## config.mk

```make
export PLATFORM = sky130hd
export DESIGN_NAME = alu_arbiter
export DESIGN_NICKNAME = d
export VERILOG_FILES = /design/src/rtl/alu_arbiter.sv
export SDC_FILE = /design/constraint.sdc
export NUM_CORES = 1
export LEC_CHECK = 0
export CORE_MARGIN = 4
export CORE_UTILIZATION = 38
export DETAILED_ROUTE_END_ITERATION = 16
export GPL_TIMING_DRIVEN = 0
export PLACE_DENSITY = 0.76
export SETUP_SLACK_MARGIN = 0.05
export SKIP_LAST_GASP = 1
export SYNTH_ARGS = -nofsm -noshare
export SYNTH_HDL_FRONTEND = slang
export SYNTH_SLANG_ARGS = --single-unit
```

## constraint.sdc

```tcl
create_clock -name clk -period 1.7 [get_ports clk]
set_input_delay 0.51 -clock clk [delete_from_list [all_inputs] [get_ports clk]]
set_output_delay 0.51 -clock clk [all_outputs]
set_load 0.01 [all_outputs]
```

## src/rtl/alu_arbiter.sv

```systemverilog
// alu_arbiter: shares one combinational ALU between two requesters.
//   Round-robin grant, operands registered onto the ALU, result captured after
//   EXEC_CYCLES cycles and returned on a valid/ready channel tagged with the id.
// Parameters:
//   EXEC_CYCLES  cycles the operands are held on the ALU before capture (1..15)
// Ports:
//   clk, rst                           clock, synchronous active-high reset
//   req0_* / req1_*                    valid/ready request channels (opcode, a, b)
//   alu_opcode, alu_a, alu_b           registered ALU inputs
//   alu_salida, alu_flags              ALU result and flags
//   rsp_valid, rsp_ready               response handshake
//   rsp_id, rsp_salida, rsp_flags      response payload
// Optional build macro ALU_ARB_STATS_EN:
//   done_cnt0, done_cnt1               saturating per-requester completion counts
module alu_arbiter #(
  parameter int unsigned EXEC_CYCLES = 1
) (
  input  logic       clk,
  input  logic       rst,
  input  logic       req0_valid,
  output logic       req0_ready,
  input  logic [2:0] req0_opcode,
  input  logic [7:0] req0_a,
  input  logic [7:0] req0_b,
  input  logic       req1_valid,
  output logic       req1_ready,
  input  logic [2:0] req1_opcode,
  input  logic [7:0] req1_a,
  input  logic [7:0] req1_b,
  output logic [2:0] alu_opcode,
  output logic [7:0] alu_a,
  output logic [7:0] alu_b,
  input  logic [7:0] alu_salida,
  input  logic [7:0] alu_flags,
  output logic       rsp_valid,
  input  logic       rsp_ready,
  output logic       rsp_id,
  output logic [7:0] rsp_salida,
  output logic [7:0] rsp_flags
`ifdef ALU_ARB_STATS_EN
  ,
  output logic [7:0] done_cnt0,
  output logic [7:0] done_cnt1
`endif
);

  typedef enum logic [1:0] {IDLE, EXEC, RESP} state_e;

  localparam logic [3:0] CNT_INIT = 4'(EXEC_CYCLES - 1);

  state_e     state_q, state_d;
  logic       ptr_q, ptr_d;
  logic       id_q, id_d;
  logic [3:0] cnt_q, cnt_d;
  logic [2:0] opc_q, opc_d;
  logic [7:0] a_q, a_d;
  logic [7:0] b_q, b_d;
  logic       rsp_valid_q, rsp_valid_d;
  logic [7:0] sal_q, sal_d;
  logic [7:0] flg_q, flg_d;
  logic       gnt0, gnt1;
  logic       done;

  always_comb begin
    gnt0 = req0_valid & (~req1_valid | ~ptr_q);
    gnt1 = req1_valid & (~req0_valid | ptr_q);
    // ready is masked during reset so a requester never sees a handshake
    // that the reset then discards.
    req0_ready = (state_q == IDLE) & ~rst & gnt0;
    req1_ready = (state_q == IDLE) & ~rst & gnt1;

    state_d     = state_q;
    ptr_d       = ptr_q;
    id_d        = id_q;
    cnt_d       = cnt_q;
    opc_d       = opc_q;
    a_d         = a_q;
    b_d         = b_q;
    rsp_valid_d = rsp_valid_q;
    sal_d       = sal_q;
    flg_d       = flg_q;
    done        = 1'b0;

    case (state_q)
      IDLE: begin
        if (req0_ready | req1_ready) begin
          id_d    = req1_ready;
          opc_d   = req1_ready ? req1_opcode : req0_opcode;
          a_d     = req1_ready ? req1_a      : req0_a;
          b_d     = req1_ready ? req1_b      : req0_b;
          cnt_d   = CNT_INIT;
          state_d = EXEC;
        end
      end
      EXEC: begin
        if (cnt_q != 4'd0) begin
          cnt_d = cnt_q - 4'd1;
        end else begin
          sal_d       = alu_salida;
          flg_d       = alu_flags;
          rsp_valid_d = 1'b1;
          state_d     = RESP;
        end
      end
      RESP: begin
        if (rsp_valid_q & rsp_ready) begin
          rsp_valid_d = 1'b0;
          ptr_d       = ~id_q;
          done        = 1'b1;
          state_d     = IDLE;
        end
      end
      default: state_d = IDLE;
    endcase
  end

  always_ff @(posedge clk) begin
    if (rst) begin
      state_q     <= IDLE;
      ptr_q       <= 1'b0;
      id_q        <= 1'b0;
      cnt_q       <= '0;
      opc_q       <= '0;
      a_q         <= '0;
      b_q         <= '0;
      rsp_valid_q <= 1'b0;
      sal_q       <= '0;
      flg_q       <= '0;
    end else begin
      state_q     <= state_d;
      ptr_q       <= ptr_d;
      id_q        <= id_d;
      cnt_q       <= cnt_d;
      opc_q       <= opc_d;
      a_q         <= a_d;
      b_q         <= b_d;
      rsp_valid_q <= rsp_valid_d;
      sal_q       <= sal_d;
      flg_q       <= flg_d;
    end
  end

  assign alu_opcode = opc_q;
  assign alu_a      = a_q;
  assign alu_b      = b_q;
  assign rsp_valid  = rsp_valid_q;
  assign rsp_id     = id_q;
  assign rsp_salida = sal_q;
  assign rsp_flags  = flg_q;

`ifdef ALU_ARB_STATS_EN
  logic [7:0] cnt0_q, cnt1_q;

  always_ff @(posedge clk) begin
    if (rst) begin
      cnt0_q <= '0;
      cnt1_q <= '0;
    end else if (done) begin
      if (!id_q && cnt0_q != '1) cnt0_q <= cnt0_q + 8'd1;
      if (id_q && cnt1_q != '1)  cnt1_q <= cnt1_q + 8'd1;
    end
  end

  assign done_cnt0 = cnt0_q;
  assign done_cnt1 = cnt1_q;
`else
  logic unused_done;
  assign unused_done = done;
`endif

endmodule

```

==> out/qor.txt, run 1 <==
OUTCOME
------------------------------------------------------------------------------------
Run status                                                              finished, violations left
Violated checks                                                         setup timing

GLOBAL ROUTING
------------------------------------------------------------------------------------
Global-route wire length before repair                                     11,800 um
Total gr overflow                                                                  0
Number of antenna violations at the first check in global routing                  0
Maximum number of pins on one net before global-route repair                      13
Number of global-route vias before repair                                      2,440
Overall fraction of global-route tracks in use                                 19.8%

FLOORPLANNING
------------------------------------------------------------------------------------
Row cnt                                                                           27
Boundary Pins                                                                     98
Width of the die                                                             84.7 um
Die ar.                                                                 0.00717 mm^2
Initial Utilization                                                            39.8%
Core Region                                                             0.00561 mm^2
Die Height                                                                   84.7 um

SYNTHESIS
------------------------------------------------------------------------------------
Cell accounting for the most synthesized area                                dfxtp_1
Syn Nets                                                                         316
Register bit total from synthesis                                                 44
Post-synthesis instance area                                            0.00223 mm^2
Sequential element share of the synthesized area                               39.4%
Proportion of synthesized flip-flops having asynchronous set or reset             0%
Most used DFF post-synth                                                     dfxtp_1
Synthesized area per cell                                                  8.76 um^2
Number of flops mapped to enable cells by yosys                                    0
Warnings, synthesis                                                                0
Synth top area cells                                                    dfxtp_1, a21oi_1, o31ai_2
Post-Syn Instances                                                               255
Post-synth top area share                                                      39.4%
Post-synthesis cell type count                                                    34

LAYOUT
------------------------------------------------------------------------------------
Total of fill cells in the finished design                                       543
Post-layout nets                                                                 423
Final Instance Count excl. Fillers                                               435
Post-route design area                                                  0.00343 mm^2
Final antenna diode count                                                          0
Fraction of final layout cells with drive strength greater than 1              18.2%
Area added between synthesis and finish                                        53.5%

RUN
------------------------------------------------------------------------------------
Maximum capacitance violations                                                     0

CLOCK NETWORK
------------------------------------------------------------------------------------
Number of buffers inserted during clock tree synthesis                             5
Maximum count of clock buffers along a single path                                 2
Clock Pin Slew Worst Setup and Hold Paths                                      70 ps
Clock tree from TritonCTS                                                      built
# hold bufs at CTS                                                                 0
Clk sink count                                                                    44
Root cell of the clock tree                                                 clkbuf_8
Clk_lat worst skew                                                            300 ps
Count of H-tree levels built during CTS                                            2

PLACE
------------------------------------------------------------------------------------
Number of placed instances, taps included                                        424
Final weighted congestion in routability-driven placement                      0.755
Count of port buffers added during placement                                      97
HPWL after DPL                                                               4940 um
Placed standard-cell area                                               0.00330 mm^2

POWER
------------------------------------------------------------------------------------
Leakage power figure                                                      0.00134 uW
Post-layout power                                                            3480 uW
Maximum vdd drop                                                          0.000739 V
PD cells                                                                1010 mW/mm^2

STA
------------------------------------------------------------------------------------
Final number of hold-violating endpoints                                           0
Clock skew after layout                                                      9.19 ps
Highest achievable clock rate                                                507 MHz
Final setup viols                                                                  2
Tmin final                                                                   1970 ps
Transition time at the pin with the least slew margin                         506 ps
Max-slew violation total from the final report                                     0
Setup slack of the critical path after layout                                -271 ps
RSZ-0062 raised after global routing                                            true
Final critical-path share of the clock period                                   116%
Max_slew headroom                                                              66.3%

CRITICAL PATH
------------------------------------------------------------------------------------
Max incr delay on CP                                                          410 ps
Crit-path max FO                                                                   3
Critical path arrival                                                        1460 ps
Cell breakdown of the critical path                                     or3_4 -> buf_8 -> nor3_4 -> buf_2
Kind of start point of the critical path                                    register
Required time at the endpoint of the critical path                           1190 ps
Endpoint class of the critical path                                       output pin
Cell with the biggest individual delay on the critical path                    or3_4
Category of the critical setup timing path                                reg -> out

DRT
------------------------------------------------------------------------------------
First drt pass iteration count                                                     4
WL final                                                                     6970 um
Wire length per cell                                                         16.0 um
Total vias in the final route                                                  2,407
Vias/cell                                                                       5.53
Post-route DRC                                                                     0
Antenna viol nets, final                                                           0
Detailed router's first-iteration violation count                                126

MIN PATH
------------------------------------------------------------------------------------
Hold Crit Class                                                           reg -> reg

## timing repair
item,CTS,global route
buffers inserted,6,0
pin swaps,3,2
setup endpoints to repair,82,35
resized for setup,68,28
## path summary, 6_finish.rpt
check               startpoint           end  slack, ps  cells past startpoint
setup / recovery    state_q[1]    req1_ready       -270                      4
hold / removal    rsp_flags[7]  rsp_flags[7]        480                      2
setup reg to reg    state_q[1]      alu_b[0]        120                      5
hold reg to reg   rsp_flags[7]  rsp_flags[7]        480                      2
## registers in the layout, indices dropped and copies added, names as in the netlist
name	flops
alu_a	8
alu_b	8
rsp_flags	8
rsp_salida	8
cnt_q	4
alu_opcode	3
state_q	2
ptr_q	1
rsp_id	1
rsp_valid	1
## worst max-delay path, delay by kind of cell, from the launching register on
family                 cells  cell delay, ps
AND/OR/NAND/NOR            2             520
flip-flops                 1             360
buffers and inverters      2             290
## synthesized netlist by cell type, types with 4 or more instances
| cell | instances |
|---|---|
| o31ai_2 | 16 |
| nor2_1 | 5 |
| a311oi_1 | 19 |
| clkbuf_1 | 17 |
| buf_2 | 13 |
| nand2_1 | 6 |
| nand3_1 | 18 |
| o21ai_0 | 16 |
| nand4_1 | 19 |
| a21oi_1 | 41 |
| inv_1 | 6 |
| dfxtp_1 | 44 |
| buf_6 | 4 |
## metrics by stage
step	util (%)	setup WS, ps	hold slack [ps]	TNS (ps)
5_1_grt	61.2	-329	504	-651
2_1_floorplan	-	-59.9	458	-59.9
6_report	61.2	-271	478	-526
3_5_place_dp	58.9	-1160	468	-17220
4_1_cts	60.6	-294	475	-565
3_3_place_gp	58.9	-1160	461	-16680
## cells by family after synthesis
kind of cell | count (synthesis) | synth area share [%]
fa+ha+maj | 2 | 1.12
simple gates | 66 | 17.6
buf+inv | 40 | 8.79
compound gates | 103 | 33.1
flops | 44 | 39.4
## layout by cell type (no fill, tap or decap), types with 5 or more instances in the layout
cell,n
a311oi_1,19
dfxtp_1,41
o21ai_0,8
nand2_1,6
clkbuf_2,5
buf_2,11
buf_4,7
clkdlybuf4s50_1,55
o21ai_1,8
nor2_1,5
dlygate4sd2_1,38
o31ai_2,16
nand3_1,18
a21oi_1,41
inv_1,5
clkbuf_8,9
nand4_1,19
clkbuf_1,9
## power by group
part           total (uW)  internal, uW  switching [uW]
sequential           1330          1220             114
clock                 671           332             339
combinational        1470           688             787
total                3480          2240            1240
## cell type report
class                      instances  area [um^2]  share of cell area [%]
multi-input combinational        171         1170                    34.1
timing repair buffer             103          958                    27.9
sequential                        44          890                    25.9
clock buffer                       8         90.1                    2.63
buffer                            31          209                    6.09
tap                               72         90.1                    2.63
inverter                           6         22.5                   0.656
## metal layers
layer	vias up	share of wire (%)	track usage, %
met5	-	0	0
met4	0	0.89	3.88
met3	6	10	6.48
met1	1096	45	26.6
li1	1194	-	-
met2	111	44	31.3
Power figures use the tool's default switching activity.
==> inputs of run 2 (changes only) <==
--- a/config.mk
+++ b/config.mk
@@ -8,7 +8,6 @@
 export CORE_MARGIN = 4
 export CORE_UTILIZATION = 38
 export DETAILED_ROUTE_END_ITERATION = 16
-export GPL_TIMING_DRIVEN = 0
 export PLACE_DENSITY = 0.76
 export SETUP_SLACK_MARGIN = 0.05
 export SKIP_LAST_GASP = 1
==> run 2 against run 1 <==
The run still ends with setup timing left. First-iteration DRC count down 4.8%. Register-to-register slack about the same. Cell count down 2.8%. Via count about the same. Combinational power about the same. Non-clock buffer count down 12. Clock power up 2%. Hold slack worse by 5.2 ps. Die area unchanged. Critical endpoint unchanged. Highest routed layer unchanged.
==> out/qor.txt, run 2 (synthesized netlist as in run 1, its figures left out) <==
OUTCOME
-------------------------------------------------------------------------------------
Run status                                                               finished, violations left
Violated checks                                                          setup timing

CRITICAL PATH
-------------------------------------------------------------------------------------
Endpoint class of the critical path                                        output pin
Category of the critical setup timing path                                 reg -> out
Crit-path max FO                                                                    2   -1
Critical path arrival                                                         1310 ps   -150 ps
Required time at the endpoint of the critical path                            1190 ps   about the same
Kind of start point of the critical path                                     register

LAYOUT
-------------------------------------------------------------------------------------
Post-layout nets                                                                  411   -2.8%
Post-route design area                                                   0.00344 mm^2   +0.18%
Multi-input gate area in the final layout                                0.00119 mm^2   +1.8%
Commonest cells after routing, fill and taps aside                       clkdlybuf4s50_1, dfxtp_1, a21oi_1
Area added between synthesis and finish                                         53.8%
Final antenna diode count                                                           0   unchanged
Sequential cell area                                                         882 um^2   -0.84%
Most frequent standard cell in the layout excluding fill and tap cells   clkdlybuf4s50_1
Total of fill cells in the finished design                                        525   -3.3%
Final Instance Count excl. Fillers                                                423   -2.8%
Fraction of final layout cells with drive strength greater than 1               17.7%   -0.52 points

DRT
-------------------------------------------------------------------------------------
Routed wire length on met3                                                     744 um   +2.6%
Total vias in the final route                                                   2,405   -0.083%
Wire length per cell                                                          16.4 um   +2.3%
First drt pass iteration count                                                      4   unchanged
Highest metal layer used by the detailed router                                  met4
Vias/cell                                                                        5.69   +2.8%
Wire length on met2                                                           3050 um   -1.0%
WL met1                                                                       3070 um   -1.1%
WL final                                                                      6940 um   -0.56%
Detailed router's first-iteration violation count                                 120   -4.8%
Antenna viol nets, final                                                            0   unchanged
Post-route DRC                                                                      0   unchanged

GLOBAL ROUTING
-------------------------------------------------------------------------------------
Total gr overflow                                                                   0   unchanged
Number of global-route vias before repair                                       2,273   -6.8%
Number of antenna violations at the first check in global routing                   0   unchanged
Maximum number of pins on one net before global-route repair                       47   +34
Global-route wire length before repair                                      11,200 um   -5.2%
Overall fraction of global-route tracks in use                                  18.8%   -1.0 points

CLOCK NETWORK
-------------------------------------------------------------------------------------
Root cell of the clock tree                                                  clkbuf_8
Count of H-tree levels built during CTS                                             2   unchanged
Clock Pin Slew Worst Setup and Hold Paths                                       90 ps   +20 ps
# hold bufs at CTS                                                                  0   unchanged
Clk_lat worst skew                                                             300 ps   about the same
Clock tree from TritonCTS                                                       built
Clk sink count                                                                     44   unchanged
Maximum count of clock buffers along a single path                                  2   unchanged
Number of buffers inserted during clock tree synthesis                              5   unchanged

PLACE
-------------------------------------------------------------------------------------
Final weighted congestion in routability-driven placement                       0.754   -0.12%
Number of placed instances, taps included                                         414   -2.4%
Count of port buffers added during placement                                       97   unchanged
Placed standard-cell area                                                0.00335 mm^2   +1.4%
Setup WS pre-CTS                                                              -770 ps   +395 ps
HPWL after DPL                                                                4650 um   -5.8%

RUN
-------------------------------------------------------------------------------------
Maximum capacitance violations                                                      0   unchanged

STA
-------------------------------------------------------------------------------------
Tmin final                                                                    1820 ps   -146 ps
Total Neg Setup Slack                                                         -211 ps   +316 ps
Max-slew violation total from the final report                                      0   unchanged
RSZ-0062 raised after global routing                                             true
Final critical-path share of the clock period                                    107%   -8.6 points
Setup slack of the critical path after layout                                 -125 ps   +146 ps
Max_slew headroom                                                               66.4%   +0.15 points
Transition time at the pin with the least slew margin                          504 ps   -2.20 ps
Clock skew after layout                                                       12.6 ps   +3.41 ps
Highest achievable clock rate                                                 548 MHz   +8.0%
Final setup viols                                                                   2   unchanged
Final number of hold-violating endpoints                                            0   unchanged
Hold Worst Slack                                                               473 ps   -5.22 ps

POWER
-------------------------------------------------------------------------------------
Maximum vdd drop                                                           0.000556 V   -25%
Leakage power figure                                                       0.00132 uW   -0.93%
PD cells                                                                 1000 mW/mm^2   -1.0%

FLOORPLANNING
-------------------------------------------------------------------------------------
Core Region                                                              0.00561 mm^2   unchanged
Initial Utilization                                                             39.8%   unchanged
Die Height                                                                    84.7 um   unchanged
Die ar.                                                                  0.00717 mm^2   unchanged
Boundary Pins                                                                      98   unchanged
Width of the die                                                              84.7 um   unchanged
Row cnt                                                                            27   unchanged

MIN PATH
-------------------------------------------------------------------------------------
Hold Crit Class                                                            reg -> reg

## run 2: cell count changes in the layout (fill, tap and decap cells not counted), sizes merged
| cell | delta |
|---|---|
| dlygate4sd2 | +1 |
| buf | +6 |
| clkbuf | -17 |
| clkdlybuf4s15 | -2 |
## run 2: cell type report
class                           count  share of cell area [%]
Sequential cell                    44                    25.7
Multi-Input combinational cell    171                    34.7
Timing Repair Buffer              122                    33.7
Clock buffer                        8                    2.62
Tap cell                           72                    2.62
Inverter                            6                   0.655
## run 2: critical path: stages (launching register included)
cell and delay, ps:
dfxtp_1 320, or3_4 410, nor3_4 150, buf_6 130
## run 2: what timing repair did
action / 4_1_cts / 5_1_grt
gates resized for setup: 55 / 5
setup endpoints to repair: 76 / 37
pin swaps: 2 / 0
buffers inserted: 1 / 0
## run 2: through the flow
step           util (%)  power, uW
2_1_floorplan         -       2180
3_3_place_gp       59.7       2820
3_5_place_dp       59.7       2840
4_1_cts            61.0       3460
5_1_grt            61.3       3680
6_report           61.3       3450
## run 2: power by group
group	total, uW	switching (uW)	leakage [uW]	internal (uW)
Combinational	1460	788	0.000918	671
Sequential	1300	92.1	0.000361	1210
Clock	685	353	0.0000455	332
Total	3450	1230	0.00132	2210
## run 2: worst paths after layout
path	start	endpoint	slack (ps)	depth (start not counted)
worst min-delay path	rsp_flags[4]	rsp_flags[4]	470	2
worst max-delay path	state_q[0]	req1_ready	-120	3
worst min register to register	rsp_flags[4]	rsp_flags[4]	470	2
worst max register to register	state_q[0]	alu_b[6]	130	5
## run 2: per-layer routing
metal / GRT usage [%] / up-vias
met3: 6.67 / 8
met2: 30.2 / 107
met5: 0 / -
li1: - / 1165
met1: 24.0 / 1125
met4: 4.75 / 0
